--- config.mk ---
export PLATFORM = sky130hd
export DESIGN_NAME = fnd_adder_4bit
export DESIGN_NICKNAME = d
export VERILOG_FILES = /design/src/rtl/fnd_adder_4bit.sv
export SDC_FILE = /design/constraint.sdc
export NUM_CORES = 1
export LEC_CHECK = 0
export CORE_MARGIN = 1
export CORE_UTILIZATION = 49
export DETAILED_ROUTE_END_ITERATION = 8
export GPL_ROUTABILITY_DRIVEN = 1
export HOLD_SLACK_MARGIN = 0.15
export PLACE_DENSITY = 0.82
export SYNTH_ARGS = -nofsm -noshare
export SYNTH_HDL_FRONTEND = slang
export SYNTH_SLANG_ARGS = --single-unit
--- constraint.sdc ---
create_clock -name i_clk -period 6.4 [get_ports i_clk]
set_input_delay 1.92 -clock i_clk [delete_from_list [all_inputs] [get_ports i_clk]]
set_output_delay 1.92 -clock i_clk [all_outputs]
set_load 0.02 [all_outputs]
--- src/rtl/fnd_adder_4bit.sv ---
// 4-bit adder shown in decimal on a 4-digit common-anode FND, one digit at a time.
// Optional macro FND_AUTOSCAN_EN replaces i_DS with an internal digit scanner.
module fnd_adder_4bit #(
    parameter int SCAN_DIV = 100000
) (
    input  logic       i_clk,
    input  logic       i_reset,
    input  logic [3:0] i_A,
    input  logic [3:0] i_B,
    input  logic       i_Cin,
    input  logic       i_EN,
    input  logic [1:0] i_DS,
    output logic [3:0] o_FND_Digit,
    output logic [7:0] o_FND_Font
);

    logic [4:0] sum;
    logic [3:0] ones;
    logic [3:0] tens;
    logic [3:0] code;
    logic [1:0] sel;
    logic [3:0] digit;
    logic [7:0] font;

    assign sum = {1'b0, i_A} + {1'b0, i_B} + {4'b0, i_Cin};

`ifdef FND_AUTOSCAN_EN
    localparam int CW = (SCAN_DIV > 2) ? $clog2(SCAN_DIV) : 1;
    localparam logic [CW-1:0] LAST = CW'(SCAN_DIV - 1);

    logic [CW-1:0] scan_cnt;
    logic [1:0]    scan_idx;

    // Counter keeps running while blanked so the scan phase stays steady.
    always_ff @(posedge i_clk) begin
        if (i_reset) begin
            scan_cnt <= '0;
            scan_idx <= '0;
        end else if (scan_cnt == LAST) begin
            scan_cnt <= '0;
            scan_idx <= scan_idx + 2'd1;
        end else begin
            scan_cnt <= scan_cnt + 1'b1;
        end
    end

    assign sel = scan_idx;

    logic unused_ds;
    assign unused_ds = ^i_DS;
`else
    assign sel = i_DS;
`endif

    // Sum is at most 31, so tens never exceeds 3.
    always_comb begin
        ones = 4'd0;
        tens = 4'd0;
        if (sum >= 5'd30) begin
            tens = 4'd3;
            ones = 4'(sum - 5'd30);
        end else if (sum >= 5'd20) begin
            tens = 4'd2;
            ones = 4'(sum - 5'd20);
        end else if (sum >= 5'd10) begin
            tens = 4'd1;
            ones = 4'(sum - 5'd10);
        end else begin
            ones = sum[3:0];
        end
    end

    always_comb begin
        code  = 4'hF;
        digit = 4'b1111;
        unique case (sel)
            2'd0: begin
                code  = ones;
                digit = 4'b1110;
            end
            2'd1: begin
                code  = tens;
                digit = 4'b1101;
            end
            2'd2: begin
                code  = {3'b000, sum[4]};
                digit = 4'b1011;
            end
            2'd3: begin
                code  = 4'hF;
                digit = 4'b0111;
            end
        endcase
    end

    always_comb begin
        font = 8'hFF;
        case (code)
            4'd0:    font = 8'hC0;
            4'd1:    font = 8'hF9;
            4'd2:    font = 8'hA4;
            4'd3:    font = 8'hB0;
            4'd4:    font = 8'h99;
            4'd5:    font = 8'h92;
            4'd6:    font = 8'h82;
            4'd7:    font = 8'hF8;
            4'd8:    font = 8'h80;
            4'd9:    font = 8'h90;
            default: font = 8'hFF;
        endcase
    end

    always_ff @(posedge i_clk) begin
        if (i_reset || i_EN) begin
            o_FND_Digit <= 4'b1111;
            o_FND_Font  <= 8'hFF;
        end else begin
            o_FND_Digit <= digit;
            o_FND_Font  <= font;
        end
    end

endmodule

# Yosys cells after proc, flatten, opt, wreduce, memory -nomap -nowiden

Memories as Yosys holds them, arrays and structs flattened. A register that Yosys moved wholly into a read port is not among the register bits.
Cells that the tools add are included.

$add $sub $neg: 5
Magnitude comparators: 3
Equality and inequality tests: 3
Multiplexer cells: 8
Reduce and logical (&&, ||, !) cells: 2

Operators by type and width:

| cell                  | number |
|---|---|
| $pmux W4 S4           | 2 |
| $mux W4               | 3 |
| $ge A5 B5 Y1 const B  | 2 |
| $sub A4 B4 Y4 const B | 2 |
| $add A4 B4 Y5         | 1 |
| $add A5 B1 Y5         | 1 |
| $ge A5 B4 Y1 const B  | 1 |
| $eq A2 B2 Y1 const B  | 2 |
| $mux W2               | 2 |
| $sub A4 B3 Y4 const B | 1 |
| $eq A2 B1 Y1 const B  | 1 |
| $logic_not A2 Y1      | 1 |
| $logic_or A1 B1 Y1    | 1 |
| $mux W1               | 1 |

Bits in registers: 12
ROM bits: 112
Word-level logic and storage cells: 24
Memories kept: 1

Memory list:

| memory           | words | width | read ports | clocked after Yosys merged registers in | wr ports | RTL line | RTL |
|---|---|---|---|---|---|---|---|
| (name not given) | 16    | 7     | 1          | 1                                       | 0        | 98       | `case (code)` |

# Longest topological paths before layout

Word-level depth: 7
Mapped depth: 16
Mapped depth without buffers: 16

# Least setup slack after synthesis

Ideal clock, no wire load.

Path type: input to register
Start: in i_A[0]
End: reg o_FND_Font[3]
Arrival: 5.038 ns
Data required time: 6.275 ns
Setup slack: 1.237 ns
Stages on the path: 13
Buffers on the path: 0
Cells stage by stage: inv_1 -> fa_1 -> fa_1 -> xnor2_1 -> inv_2 -> ha_1 -> a21boi_0 -> nand2_1 -> a32o_1 -> a311oi_4 -> ha_1 -> o21ai_0 -> nand3_1

Cells in the longest elaborated chain, start to end: 7
Elaborated cells between the ends (all ways): 15
Those cells by class: add/sub: 5; order compare: 3; mux: 7

RTL lines:

| what                                          | RTL line | RTL |
|---|---|---|
| start: declaration                            | 8        | `input logic [3:0] i_A,` |
| $add A4 B4 Y5 (*)                             | 25       | `assign sum = {1'b0, i_A} + {1'b0, i_B} + {4'b0, i_Cin};` |
| $add A5 B1 Y5 (*)                             | 25       |  |
| $sub A4 B4 Y4 or $ge A5 B4 Y1 (tied branches) | 67, 65   |  |
| $mux W4 or $mux W1 (tied branches)            | 65       | `end else if (sum >= 5'd10) begin` |
| $mux W4 or $mux W2 (tied branches)            | 62       | `end else if (sum >= 5'd20) begin` |
| $mux W4 or $mux W2 (tied branches)            | 59       | `if (sum >= 5'd30) begin` |
| $pmux W4 S4 (*)                               | 76       | `unique case (sel)` |
| end: declaration                              | 14       | `output logic [7:0] o_FND_Font` |

Every way passes the cells marked *; elsewhere a longest branch is shown, timed or not.
A chain may end at the register's enable or synchronous reset.

# Final worst setup path

Ends and elaborated chain as after synthesis.

==> flow_summary.yaml <==
floorplan:
  initial_utilization_pct: 52.8
  fp.dieH_um: 48.2
  core_area_um2: 1980
  dieWidth_um: 48.2
  die-area_um2: 2320
  rows: 16
  ioPinCount: 26
sta:
  slew_viol_final: 0
  setup_violations: 0
  rsz0062_at_grt: "no"
  post-route-period-util_pct: 89.8
  max_freq_mhz: 174
  worst_slack_ns: 0.656
  max_slew_margin_pct: 51.8
  tightest_slew_ns: 0.716
  period_needed_ns: 5.74
  finalSetupTns_ns: 0
  hold_violations: 0
worst_setup_path:
  slowest_stage: "fa_1"
  critPathMaxStageDelay_ns: 0.49
  cp.depth: 14
  cp.arrival_ns: 5.90
  worstSetupPathType: "in -> reg"
  cp-endpoint: "o_FND_Font[3]"
  required_ns: 6.55
  cp_top_family: "adder cells"
  end_kind: "flip-flop"
  crit_path_start_kind: "primary input"
  cp_num_buf_inv: 3
  path_max_fanout: 8
  crit_path_start: "i_A[0]"
  path_cells: "clkdlybuf4s50_1 > inv_1 > fa_1 > fa_1 > xnor2_1 > inv_2 > ha_1 > a21boi_0 > nand2_1 > a32o_1 > a311oi_4 > ha_1 > o21ai_0 > nand3_1"
clock_tree:
  cts_hold_buf: 0
  cts_resized: 0
  cts_tree: "yes"
  clk_path_buf_depth: 2
  cts_buffers: 3
  path_clk_slew_ns: 0.07
  root_buffer: "clkbuf_4"
  cts_sinks: 11
  post-cts-setup-buffer-count: 0
  htreeDepth: 1
logic_synthesis:
  synthMuxAreaShare_pct: 3.35
  synth_compound_area_share_pct: 27.9
  synth.area.top_cells: "dfxtp_1 (21%), ha_1 (13%), nand2_1 (4.7%)"
  synth_fa_ha_area_share_pct: 17.0
  synth_area_leader_cell: "dfxtp_1"
  synthDominantCellAreaShare_pct: 21.1
  synth_xor_area_share_pct: 3.47
  syn_inst: 121
  synth.cell_area_um2: 1050
  synth_flop_cell: "dfxtp_1"
  syn_area_per_cell_um2: 8.64
  syn-num-nets: 148
  synthDistinctLibCells: 47
  synth_top_family_by_area: "compound AO/OA/AOI/OAI gates"
  ys_seq_area_share_pct: 21.1
  synth-async-reset-ratio_pct: 0
  yosys_warnings: 0
  ys_ff_latch: 11
  synth-simple-area-share_pct: 20.9
  synth_edf_count: 0
power_and_ir_drop:
  vdd_drop_max_mv: 0.114
  p_leak_nw: 0.564
  powerDensity_nw_per_um2: 215
routing:
  met1_length_um: 897
  wl_met2_um: 1220
  routed.top_layer: "met4"
  vias: 983
  drt-vias-per-instance: 5.65
  drt_first_iter_violations: 15
  first_pass_iters: 5
  drt_wl_total_um: 2210
  drc: 0
  antenna_left: 0
  wl_per_cell_um: 12.7
  met3WireLength_um: 58
grt:
  overflow: 0
  track_usage_pct: 21.7
  grt_pass1_vias: 862
  grt_pass1_wl_um: 3560
  grt_max_degree: 11
  antenna_found_initial: 0
finish:
  num_antenna_cells: 0
  layout.cells.most_common: "clkdlybuf4s50_1"
  fin_nets: 175
  fin_cells: 174
  final_util_pct: 67.0
  area_delta_synth_final_pct: 26.9
  final_cell_mix: "clkdlybuf4s50_1 (24), nand2_1 (13), nor2_1 (11), ha_1 (11), dfxtp_1 (11)"
  drive_gt1_share_pct: 10.9
run:
  maxCapViolations: 0
placed_design:
  place.gp.congestion: 0.879
  post-place-ws_ns: 0.381
  dp.cells: 170
  portBuffers: 24
  hpwl_um: 1880
hold_path:
  worstHoldPathType: "in -> reg"
status:
  status: "finished, final reports clean"
==> report_power, final <==
part           total [mW]  leakage (nW)  internal (mW)  switching [mW]
Sequential         0.0749        0.0905         0.0737         0.00119
Combinational       0.163         0.458         0.0696          0.0932
Clock              0.0479        0.0150         0.0242          0.0238
==> routing by layer <==
metal / vias to the layer above / global-route usage (%)
met3: 9 / 3.33
met4: 0 / 8.33
met2: 36 / 39.2
met1: 453 / 25.6
li1: 485 / -
met5: - / 0
==> final cells by class <==
| type | instances | area [µm²] |
|---|---|---|
| multi-input cells | 97 | 763 |
| fillers | 164 | 654 |
| repair buffers | 24 | 240 |
| flip-flops and latches | 11 | 220 |
| inverters | 11 | 43.8 |
| well taps | 27 | 33.8 |
| clock buffers | 4 | 26.3 |
==> cells by family after synthesis <==
family	count (synthesis)
flip-flops	11
buffers and inverters	13
AO/OA/AOI/OAI	34
adder cells (fa/ha/maj)	13
XOR/XNOR	2
multiplexers	3
AND/OR/NAND/NOR	44
other	1
==> worst min path at each step <==
stage | from | end | slack (ns) | depth (start not counted)
2_1_floorplan | i_DS[1] | o_FND_Digit[3] | 1.99 | 1
3_3_place_gp | i_DS[1] | o_FND_Digit[3] | 2.51 | 2
3_5_place_dp | i_DS[1] | o_FND_Digit[3] | 2.53 | 2
4_1_cts | i_DS[1] | o_FND_Digit[3] | 2.25 | 2
5_1_grt | i_DS[1] | o_FND_Digit[3] | 2.26 | 2
6_report | i_DS[1] | o_FND_Digit[3] | 2.24 | 2
==> synth_stat cells, types with 2 or more instances <==
cell type,number
o21a_1,2
o21ai_0,5
inv_1,8
ha_1,11
dfxtp_1,11
a21o_1,2
nand3_1,5
nand2_1,13
a21oi_1,3
and3_1,2
fa_1,2
o21ai_1,4
nor3_1,4
o211ai_1,2
a32o_1,2
mux2i_1,2
nor2_1,11
a211oi_1,2
inv_2,2
==> metrics by stage <==
stage	total power, mW	hold slack, ns	cell area (µm²)
finish	0.286	2.24	1330
floorplan	0.199	1.99	1050
detailed placement	0.237	2.53	1300
global placement	0.233	2.51	1300
CTS	0.285	2.25	1330
global route	0.307	2.26	1330
==> registers in the layout (all words and copies together) (netlist names) <==
| signal | count |
|---|---|
| o_FND_Digit | 4 |
| o_FND_Font | 7 |
Power figures use the tool's default switching activity.
